==> src/rtl/exp3_pkg.sv <==
// Shared widths, types and ROM contents for the sequence-memory game datapath.
package exp3_pkg;

    localparam int unsigned DATA_W = 4;
    localparam int unsigned ADDR_W = 4;

    typedef logic [DATA_W-1:0] word_t;
    typedef logic [ADDR_W-1:0] addr_t;

    // Sequence the player has to reproduce, address 0 first
    localparam word_t [0:15] ROM_INIT = '{
        4'h1, 4'h2, 4'h4, 4'h8,
        4'h4, 4'h2, 4'h1, 4'h1,
        4'h2, 4'h2, 4'h4, 4'h4,
        4'h8, 4'h8, 4'h1, 4'h4
    };

endpackage

==> src/rtl/exp3_fluxo_dados_rom_16x4.sv <==
// Combinational 16x4 ROM holding the game sequence; zero-latency read.
module rom_16x4
    import exp3_pkg::*;
(
    input  addr_t i_addr,
    output word_t o_data
);

    assign o_data = ROM_INIT[i_addr];

endmodule

==> src/rtl/exp3_fluxo_dados.sv <==
// Datapath for the sequence-memory game: address counter, ROM, switch register, comparator.
// Debug buses are live only when FLUXO_DADOS_DB_EN is defined; otherwise they read zero.
module exp3_fluxo_dados
    import exp3_pkg::*;
(
    input  logic              clock,
    input  logic              zeraC,
    input  logic              zeraR,
    input  logic              contaC,
    input  logic              registraR,
    input  logic [DATA_W-1:0] chaves,
    output logic              chavesIgualMemoria,
    output logic              fimC,
    output logic [ADDR_W-1:0] db_contagem,
    output logic [DATA_W-1:0] db_chaves,
    output logic [DATA_W-1:0] db_memoria
);

    addr_t r_cnt;
    word_t r_chaves;
    word_t w_memoria;

    always_ff @(posedge clock or posedge zeraC) begin
        if (zeraC) begin
            r_cnt <= '0;
        end else if (contaC) begin
            r_cnt <= r_cnt + addr_t'(1);
        end
    end

    always_ff @(posedge clock or posedge zeraR) begin
        if (zeraR) begin
            r_chaves <= '0;
        end else if (registraR) begin
            r_chaves <= chaves;
        end
    end

    rom_16x4 u_rom (
        .i_addr (r_cnt),
        .o_data (w_memoria)
    );

    assign chavesIgualMemoria = (r_chaves == w_memoria);
    assign fimC               = &r_cnt;

`ifdef FLUXO_DADOS_DB_EN
    assign db_contagem = r_cnt;
    assign db_chaves   = r_chaves;
    assign db_memoria  = w_memoria;
`else
    assign db_contagem = '0;
    assign db_chaves   = '0;
    assign db_memoria  = '0;
`endif

endmodule

==> config.mk <==
export PLATFORM = sky130hd
export DESIGN_NAME = exp3_fluxo_dados
export DESIGN_NICKNAME = d
export VERILOG_FILES = /design/src/rtl/exp3_pkg.sv /design/src/rtl/exp3_fluxo_dados_rom_16x4.sv /design/src/rtl/exp3_fluxo_dados.sv
export SDC_FILE = /design/constraint.sdc
export NUM_CORES = 1
export LEC_CHECK = 0
export BUFFER_PORTS_ARGS = -buffer_cell sky130_fd_sc_hd__buf_2
export CELL_PAD_IN_SITES_DETAIL_PLACEMENT = 0
export CELL_PAD_IN_SITES_GLOBAL_PLACEMENT = 2
export CORE_MARGIN = 5
export CORE_UTILIZATION = 30
export CTS_CLUSTER_SIZE = 30
export DETAILED_ROUTE_END_ITERATION = 7
export PLACE_DENSITY = 0.8
export SLEW_MARGIN = 20
export SYNTH_ARGS = -nofsm -noshare
export SYNTH_HDL_FRONTEND = slang
export SYNTH_SLANG_ARGS = --single-unit
==> constraint.sdc <==
create_clock -name clock -period 3.7 [get_ports clock]
set_input_delay 0.74 -clock clock [delete_from_list [all_inputs] [get_ports clock]]
set_output_delay 0.74 -clock clock [all_outputs]
set_load 0.005 [all_outputs]
==> flow_metrics.env, run 1 <==
export IMPL_multi_input_area_sq_um=325.3
export IMPL_num_vias=376
export IMPL_syn_avg_cell_area_sq_um=10.48
export IMPL_clock_latency_ns=0.25
export IMPL_path_cells="inv_1 -> ha_1 -> mux4_2 -> xor2_1 -> nor4_2 -> buf_2"
export IMPL_synth_edff_count=0
export IMPL_max_freq_mhz=363.9
export IMPL_clockPowerShare=0.155
export IMPL_start_util=0.3131
export IMPL_finalPower_w=0.0004142
export IMPL_drt_iter0_drc=1
export IMPL_reg2reg_depth=3
export IMPL_wl_microns=925
export IMPL_dieArea_sq_um=3027
export IMPL_yosys_area_top_type="dfrtp_1"
export IMPL_cellLeakagePower_nw=0.3310
export IMPL_cts_tree="done"
export IMPL_final_util=0.3351
export IMPL_grt_pass1_vias=313
export IMPL_ys_types=21
export IMPL_yosysWarnings=0
export IMPL_clockBufferDepth=2
export IMPL_num_io_pins=23
export IMPL_hold_viol_final=0
export IMPL_status="finished, final reports clean"
export IMPL_finalWorstSetupSlack_ns=0.9520
export IMPL_fp_row_count=16
export IMPL_critPathSlowestCell="mux4_2"
export IMPL_drv_cap=0
export IMPL_crit_type="register to output port"
export IMPL_clk_pin_slew_ns=0.05
export IMPL_antenna_found_initial=0
export IMPL_clock_sinks=8
export IMPL_rsz0062_at_grt="no"
export IMPL_via_per_inst=3.958
export IMPL_ys_top_cells_by_area="dfrtp_1 33%, buf_4 15%, ha_1 10%"
export IMPL_cts_buffers=3
export IMPL_synth_top_cells_by_count="12 x buf_4, 8 x dfrtp_1, 5 x ha_1, 5 x inv_1, 5 x mux2_2"
export IMPL_area_delta_synth_final_pct=6.996
export IMPL_switchingPower_w=0.0001572
export IMPL_root_buffer="clkbuf_4"
export IMPL_grt_use_total=0.06547
export IMPL_dr_pass1_iters=2
export IMPL_pre_cts_ws_ns=1.198
export IMPL_path_max_fanout=6
export IMPL_hold_path_class="primary input to async pin"
export IMPL_syn_cell_area_sq_um=608.1
export IMPL_fillCellCount=218
export IMPL_p_sw_frac=0.3796
export IMPL_diodes=0
export IMPL_post_cts_resized=0
export IMPL_slew_violations=0
export IMPL_ys_flop_type="dfrtp_1"
export IMPL_p_seq_frac=0.390
export IMPL_crit_family="multiplexers"
export IMPL_yosysMostFrequentCell="buf_4"
export IMPL_detail_route_antenna_nets=0
export IMPL_grt_pass1_wl_microns=1290
export IMPL_grt_max_degree=10
export IMPL_ys_seq_elements=8
export IMPL_setup_viol=0
export IMPL_cp_num_cells=6
export IMPL_io_buffers=10
export IMPL_dp_hpwl_microns=802.3
export IMPL_place_gp_congestion=0.7275
export IMPL_async_flop_share=1.000
export IMPL_ys_seq_area_frac=0.3292
export IMPL_cts_setup_buffers=0
export IMPL_worstPathArrival_ns=2.01
export IMPL_regArea_sq_um=200.2
export IMPL_crit_required_ns=2.96
export IMPL_cts_max_level=1
export IMPL_clock_skew_ns=0.0001143
export IMPL_finalWorstPathRequiredPeriod_ns=2.748
export IMPL_slowest_delay_ns=0.46
export IMPL_cp_end_kind="output port"
export IMPL_intPower_w=0.0002570
export IMPL_pwr_density_cell_nw_per_um2=636.6
export IMPL_overflow=0
export IMPL_tns_ns=0
export IMPL_postSynthCellCount=58
export IMPL_hold_buffers=0
export IMPL_pwr_share_comb=0.455
export IMPL_period_share=0.7427
export IMPL_synth_top_area_frac=0.3292
export IMPL_drive_gt1_frac=0.3382
export IMPL_core_area_sq_um=1942
export IMPL_irDropWorstVdd_uv=173.1
export IMPL_fp_dieW_microns=55.02
export IMPL_dp_cells=92
export IMPL_startpoint_type="register"
export IMPL_wl_per_cell_microns=9.737
export IMPL_layout_nets=84
export IMPL_fin_cells=95
export IMPL_cp_buffers_inverters=2
export IMPL_drc=0
export IMPL_dieHeight_microns=55.02
cell usage in the layout, fill, tap and decap left out:
master	synthesis	final
and2b_2	2	2
clkbuf_4	0	3
mux2_2	5	5
nor4_2	1	1
conb_1	1	12
mux4_2	1	1
inv_1	5	5
nor3b_1	1	1
a21oi_1	2	2
and3_2	1	1
nand2_1	1	1
ha_1	5	5
xor2_1	2	2
buf_2	0	10
xnor2_1	4	4
o21ai_0	1	1
dfrtp_1	8	8
a31oi_1	2	2
nor2_1	1	1
nand4_1	1	1
metrics by stage:
stage | hold WS, ns | cell area, sq um
6_report | 0.3576 | 650.6
5_1_grt | 0.3706 | 650.6
4_1_cts | 0.3581 | 650.6
3_5_place_dp | 0.5251 | 628.1
3_3_place_gp | 0.5261 | 628.1
2_1_floorplan | 0.5010 | 649.4
cells by family (layout without fill, tap and decap cells):
| family | count (synthesis) | in the layout | share of synthesized area |
|---|---|---|---|
| buffers and inverters | 19 | 18 | 0.2037 |
| other | 1 | 12 | 0.006167 |
| AO/OA/AOI/OAI | 5 | 5 | 0.04526 |
| adder cells (fa/ha/maj) | 5 | 5 | 0.1029 |
| XOR/XNOR | 6 | 6 | 0.08642 |
| multiplexers | 6 | 6 | 0.1296 |
| AND/OR/NAND/NOR | 8 | 8 | 0.09671 |
| flip-flops | 8 | 8 | 0.3292 |
per-layer routing:
metal,GRT usage,up-vias,share of wire
met3,0.008043,2,0.050
met1,0.07365,176,0.40
met5,0,-,0
met2,0.09449,10,0.52
met4,0.08502,0,0.030
li1,-,188,-
state kept, by name (all words and copies together), names as in the netlist:
| signal | cells |
|---|---|
| r_chaves | 4 |
| r_cnt | 4 |
cell type report:
type	instances	share of cell area
Clock buffer	3	0.03462
Inverter	5	0.02885
Multi-Input combinational cell	42	0.5000
Sequential cell	8	0.3077
Tap cell	27	0.05192
Timing Repair Buffer	10	0.07692
power groups by stage:
stage	Sequential, W	Clock, W	Combinational, W
2_1_floorplan	0.000134	0	0.000198
3_3_place_gp	0.000162	0	0.000189
3_5_place_dp	0.000163	0	0.000193
4_1_cts	0.000161	0.0000664	0.000193
5_1_grt	0.000168	0.0000679	0.000211
6_report	0.000162	0.0000641	0.000189
path summary, 6_finish.rpt:
| kind | startpoint | to | slack (ns) |
|---|---|---|---|
| worst max-delay path | r_cnt[1]$_DFFE_PP0P_ | chavesIgualMemoria | 0.95 |
| worst min-delay path | zeraC | r_cnt[2]$_DFFE_PP0P_ | 0.36 |
| worst max register to register | r_cnt[0]$_DFFE_PP0P_ | r_cnt[2]$_DFFE_PP0P_ | 2.50 |
| worst min register to register | r_chaves[2]$_DFFE_PP0P_ | r_chaves[2]$_DFFE_PP0P_ | 0.54 |
| max in group asynchronous | zeraR | r_chaves[3]$_DFFE_PP0P_ | 3.19 |
| min in group clock | r_chaves[2]$_DFFE_PP0P_ | r_chaves[2]$_DFFE_PP0P_ | 0.54 |
Note: power is estimated with default switching activity, not from simulation.
==> run 2: changes to the inputs <==
- CORE_UTILIZATION: 30 -> 25
- PLACE_DENSITY: 0.8 -> 0.71
- clock period: 3.7 -> 2.4 ns (I/O delays scaled with it)
==> run 2 against run 1 <==
Against the previous run:
- sequential power is 52% higher
- combinational power is 110% higher
- clock power up 62%
- total power grew 79%
- flip-flop and latch count unchanged
- cell count grew 6.3%
- first-iteration DRC count grew to 10 times the previous value
- largest power group unchanged
- sequential share of layout area is 2.2 points lower
==> flow_metrics.env, run 2 (synthesized netlist as in run 1, its figures left out) <==
export IMPL_status="finished, final reports clean"
export IMPL_pwr_density_cell_nw_per_um2=1042
export IMPL_num_io_pins=23
export IMPL_startpoint_type="register"
export IMPL_start_util=0.2672
export IMPL_grt_pass1_wl_microns=1497
export IMPL_dr_wl_met3_microns=72
export IMPL_area_delta_synth_final_pct=16.87
export IMPL_dieHeight_microns=59.32
export IMPL_drive_gt1_frac=0.4658
export IMPL_num_vias=402
export IMPL_wl_met2_microns=496
export IMPL_detail_route_antenna_nets=0
export IMPL_grt_pass1_vias=363
export IMPL_reg2reg_depth=3
export IMPL_clock_sinks=8
export IMPL_drc=0
export IMPL_top_layer="met4"
export IMPL_cellLeakagePower_nw=0.3511
export IMPL_path_max_fanout=6
export IMPL_final_common_cell="conb_1"
export IMPL_grt_max_degree=10
export IMPL_clockBufferDepth=2
export IMPL_hold_buffers=0
export IMPL_dp_hpwl_microns=794.6
export IMPL_drv_cap=0
export IMPL_cts_max_level=1
export IMPL_wl_met1_microns=391
export IMPL_r2r_end="r_cnt[2]$_DFFE_PP0P_"
export IMPL_slew_violations=0
export IMPL_final_cell_mix="12 x conb_1, 10 x buf_2, 6 x dfrtp_1"
export IMPL_clock_latency_ns=0.25
export IMPL_place_gp_congestion=0.6878
export IMPL_finalWorstPathRequiredPeriod_ns=2.357
export IMPL_cp_end_kind="output port"
export IMPL_antenna_found_initial=0
export IMPL_top_regs="r_chaves x4, r_cnt x4"
export IMPL_crit_type="register to output port"
export IMPL_placed_area_sq_um=636.9
export IMPL_drt_iter0_drc=10
export IMPL_io_buffers=10
export IMPL_hold_viol_final=0
export IMPL_grt_use_total=0.05727
export IMPL_rsz0062_at_grt="yes"
export IMPL_final_area_sq_um=710.7
export IMPL_wl_per_cell_microns=9.851
export IMPL_cts_buffers=3
export IMPL_hold_path_class="primary input to async pin"
export IMPL_clock_skew_ns=0.00005809
export IMPL_regToRegStartpoint="r_cnt[1]$_DFFE_PP0P_"
export IMPL_fillCellCount=242
export IMPL_dieArea_sq_um=3519
export IMPL_crit_required_ns=1.92
export IMPL_fp_row_count=17
export IMPL_cts_tree="done"
export IMPL_irDropWorstVdd_uv=294.0
export IMPL_setup_viol=0
export IMPL_diodes=0
export IMPL_layout_nets=89
export IMPL_root_buffer="clkbuf_4"
export IMPL_overflow=0
export IMPL_tns_ns=0
export IMPL_fp_dieW_microns=59.32
export IMPL_worstPathArrival_ns=1.88
export IMPL_ff2ff_setup_slack_ns=1.30
export IMPL_max_freq_mhz=424.3
export IMPL_core_area_sq_um=2276
export IMPL_clk_pin_slew_ns=0.05
export IMPL_via_per_inst=3.980
export IMPL_dr_pass1_iters=4
export IMPL_period_share=0.9821
export IMPL_wl_microns=995
==> run 2: critical path, stage by stage, from the launching register on <==
cell	delay, ns
dfrtp_2	0.43
inv_2	0.05
buf_4	0.14
ha_1	0.17
and2b_2	0.19
a31oi_2	0.15
xnor2_1	0.10
nor4_2	0.25
buf_2	0.15
==> run 2: how the worst max path moves through the flow <==
stage	startpoint	to	slack [ns]
final	r_cnt[1]$_DFFE_PP0P_	chavesIgualMemoria	0.04
after global routing	r_cnt[1]$_DFFE_PP0P_	chavesIgualMemoria	-0.06
after CTS	r_cnt[1]$_DFFE_PP0P_	chavesIgualMemoria	0.008
after detailed placement	r_cnt[1]$_DFFE_PP0P_	chavesIgualMemoria	0.14
after global placement	r_cnt[0]$_DFFE_PP0P_	chavesIgualMemoria	0.17
after floorplan	r_cnt[1]$_DFFE_PP0P_	chavesIgualMemoria	0.36
==> run 2: what timing repair did <==
item,CTS,global route
resized for setup,6,1
endpoints found under the setup margin,1,1
pin swaps,1,0
setup buffers,4,0
==> run 2: where the power goes <==
part           switching [W]  total (W)  internal (W)
Clock              0.0000471   0.000104     0.0000573
Combinational       0.000167   0.000390      0.000223
Sequential         0.0000669   0.000246      0.000179
Total               0.000281   0.000741      0.000460
==> run 2: cell type report <==
| type | instances | area, sq um | share of cell area |
|---|---|---|---|
| clock buffers | 3 | 22.52 | 0.03169 |
| inverters | 5 | 18.77 | 0.02641 |
| multi-input cells | 42 | 344.1 | 0.4842 |
| flip-flops and latches | 8 | 202.7 | 0.2852 |
| well taps | 28 | 35.03 | 0.04930 |
| repair buffers | 15 | 87.58 | 0.1232 |
==> run 2: metal layers <==
metal  track usage  vias up
li1              -      199
met1       0.06553      188
met2       0.08580       13
met3       0.01089        2
met4       0.05825        0
met5             0        -
==> run 2: through the flow <==
stage / worst slack (ns) / instances / util / hold WS [ns] / total power (W)
after floorplan: 0.3571 / 69 / - / 0.2461 / 0.0005108
after global placement: 0.1682 / 94 / 0.2798 / 0.3680 / 0.0005554
after detailed placement: 0.1399 / 94 / 0.2798 / 0.3676 / 0.0005595
after CTS: 0.008372 / 101 / 0.3095 / 0.09316 / 0.0007336
after global routing: -0.06392 / 101 / 0.3123 / 0.1112 / 0.0007999
final: 0.04297 / 101 / 0.3123 / 0.09025 / 0.0007406
==> run 3: changes to the inputs <==
- CORE_UTILIZATION: 25 -> 28
- GPL_ROUTABILITY_DRIVEN: unset -> 0
- GPL_TIMING_DRIVEN: unset -> 0
- PLACE_DENSITY: 0.71 -> 0.76
- clock period: 2.4 -> 2.65 ns (I/O delays scaled with it)
==> run 3 against run 2 <==
Against the previous run:
- first-iteration DRC count decreased by 100%
- wire length decreased by 4.7%
- non-clock buffer count increased by 10
- flip-flop and latch count unchanged
- worst hold slack improved by 0.057 ns
- final area increased by 7.4%
- clock skew about the same
- critical path depth decreased by 2
- total power decreased by 16%
- sequential power decreased by 23%
- via count increased by 6.2%
- critical endpoint unchanged
- largest cell class unchanged
==> flow_metrics.env, run 3 (synthesized netlist as in run 1, its figures left out) <==
export IMPL_path_cells="inv_1 -> ha_1 -> mux4_2 -> xor2_1 -> nor4_2 -> buf_2"
export IMPL_dp_hpwl_microns=850.5
export IMPL_dieArea_sq_um=3204
export IMPL_num_vias=427
export IMPL_final_cell_mix="13 x buf_4, 12 x conb_1, 10 x buf_2"
export IMPL_drc=0
export IMPL_num_io_pins=23
export IMPL_setup_viol=0
export IMPL_grt_max_degree=10
export IMPL_grt_pass1_wl_microns=1552
export IMPL_worstPathArrival_ns=1.98
export IMPL_clk_pin_slew_ns=0.05
export IMPL_wl_microns=948
export IMPL_irDropWorstVdd_uv=336.8
export IMPL_hold_viol_final=0
export IMPL_period_share=0.9460
export IMPL_status="finished, final reports clean"
export IMPL_via_per_inst=3.882
export IMPL_core_area_sq_um=2022
export IMPL_cts_max_level=1
export IMPL_post_cts_resized=0
export IMPL_start_util=0.3007
export IMPL_clockBufferDepth=2
export IMPL_path_max_fanout=5
export IMPL_cp_buffers_inverters=2
export IMPL_dr_pass1_iters=1
export IMPL_overflow=0
export IMPL_layout_nets=99
export IMPL_crit_required_ns=2.12
export IMPL_finalPower_w=0.0006196
export IMPL_clock_sinks=8
export IMPL_grt_use_total=0.06418
export IMPL_crit_family="multiplexers"
export IMPL_drt_iter0_drc=0
export IMPL_dieHeight_microns=56.60
export IMPL_placed_area_sq_um=733.2
export IMPL_wl_per_cell_microns=8.618
export IMPL_final_util=0.3775
export IMPL_pwr_density_cell_nw_per_um2=811.8
export IMPL_clock_skew_ns=0.00004763
export IMPL_diodes=0
export IMPL_crit_type="register to output port"
export IMPL_cts_setup_buffers=0
export IMPL_holdWs_ns=0.1471
export IMPL_hold_path_class="primary input to async pin"
export IMPL_fp_dieW_microns=56.60
export IMPL_root_buffer="clkbuf_4"
export IMPL_finalWorstPathRequiredPeriod_ns=2.507
export IMPL_max_freq_mhz=398.9
export IMPL_detail_route_antenna_nets=0
export IMPL_cp_end_kind="output port"
export IMPL_io_buffers=10
export IMPL_top_regs="r_chaves x4, r_cnt x4"
export IMPL_grt_pass1_vias=388
export IMPL_antenna_found_initial=0
export IMPL_critPathSlowestCell="mux4_2"
export IMPL_clock_latency_ns=0.25
export IMPL_drive_gt1_frac=0.4458
export IMPL_hold_buffers=0
export IMPL_slowest_delay_ns=0.46
export IMPL_final_area_sq_um=763.2
export IMPL_cts_buffers=3
export IMPL_area_delta_synth_final_pct=25.51
export IMPL_slew_violations=0
export IMPL_fp_row_count=16
export IMPL_cellLeakagePower_nw=0.4086
export IMPL_startpoint_type="register"
export IMPL_cts_tree="done"
export IMPL_final_common_cell="buf_4"
export IMPL_drv_cap=0
run 3: cell count changes in the layout (fill, tap and decap cells not counted), moves of 2 or more:
cell,before,now
dfrtp_2,2,0
dfrtp_1,6,8
inv_1,3,5
buf_4,5,13
inv_2,2,0
run 3: path summary, 6_finish.rpt:
path | from | end | slack (ns) | cells after the start
setup / recovery | r_cnt[1]$_DFFE_PP0P_ | chavesIgualMemoria | 0.14 | 6
hold reg to reg | r_chaves[2]$_DFFE_PP0P_ | r_chaves[2]$_DFFE_PP0P_ | 0.53 | 1
max in group asynchronous | zeraR | r_chaves[0]$_DFFE_PP0P_ | 2.36 | 2
setup reg to reg | r_cnt[2]$_DFFE_PP0P_ | r_cnt[2]$_DFFE_PP0P_ | 1.45 | 4
min in group clock | chaves[1] | r_chaves[1]$_DFFE_PP0P_ | 0.51 | 2
hold / removal | zeraC | r_cnt[0]$_DFFE_PP0P_ | 0.15 | 2
run 3: cell type report:
class	count	area, sq um
plain buffers	14	105.1
clock buffers	3	22.52
fillers	207	1259
inverters	5	18.77
multi-input cells	42	325.3
flip-flops and latches	8	200.2
well taps	27	33.78
repair buffers	11	57.56
run 3: stage by stage:
step	setup TNS, ns	setup WS [ns]	std cells
2_1_floorplan	0	0.5571	69
6_report	0	0.1432	110
5_1_grt	-0.008595	-0.008595	110
3_5_place_dp	0	0.3630	106
3_3_place_gp	0	0.3558	106
4_1_cts	0	0.08902	109
run 3: worst reg2reg max path, stage by stage (launching register included):
cell and delay, ns:
dfrtp_1 0.31, clkbuf_1 0.28, inv_1 0.11, ha_1 0.30
a21oi_1 0.13
run 3: metal layers:
metal,wire (microns),up-vias,global-route usage,part of all wire
met5,0,-,0,0
met4,22,0,0.06102,0.023
met3,47,2,0.01147,0.050
met2,490,15,0.09571,0.52
met1,388,192,0.07576,0.41
li1,-,218,-,-
run 3: report_power, final:
group	internal [W]	switching [W]	total [W]
sequential	0.000159	0.0000308	0.000190
combinational	0.000184	0.000156	0.000340
clock	0.0000516	0.0000377	0.0000892
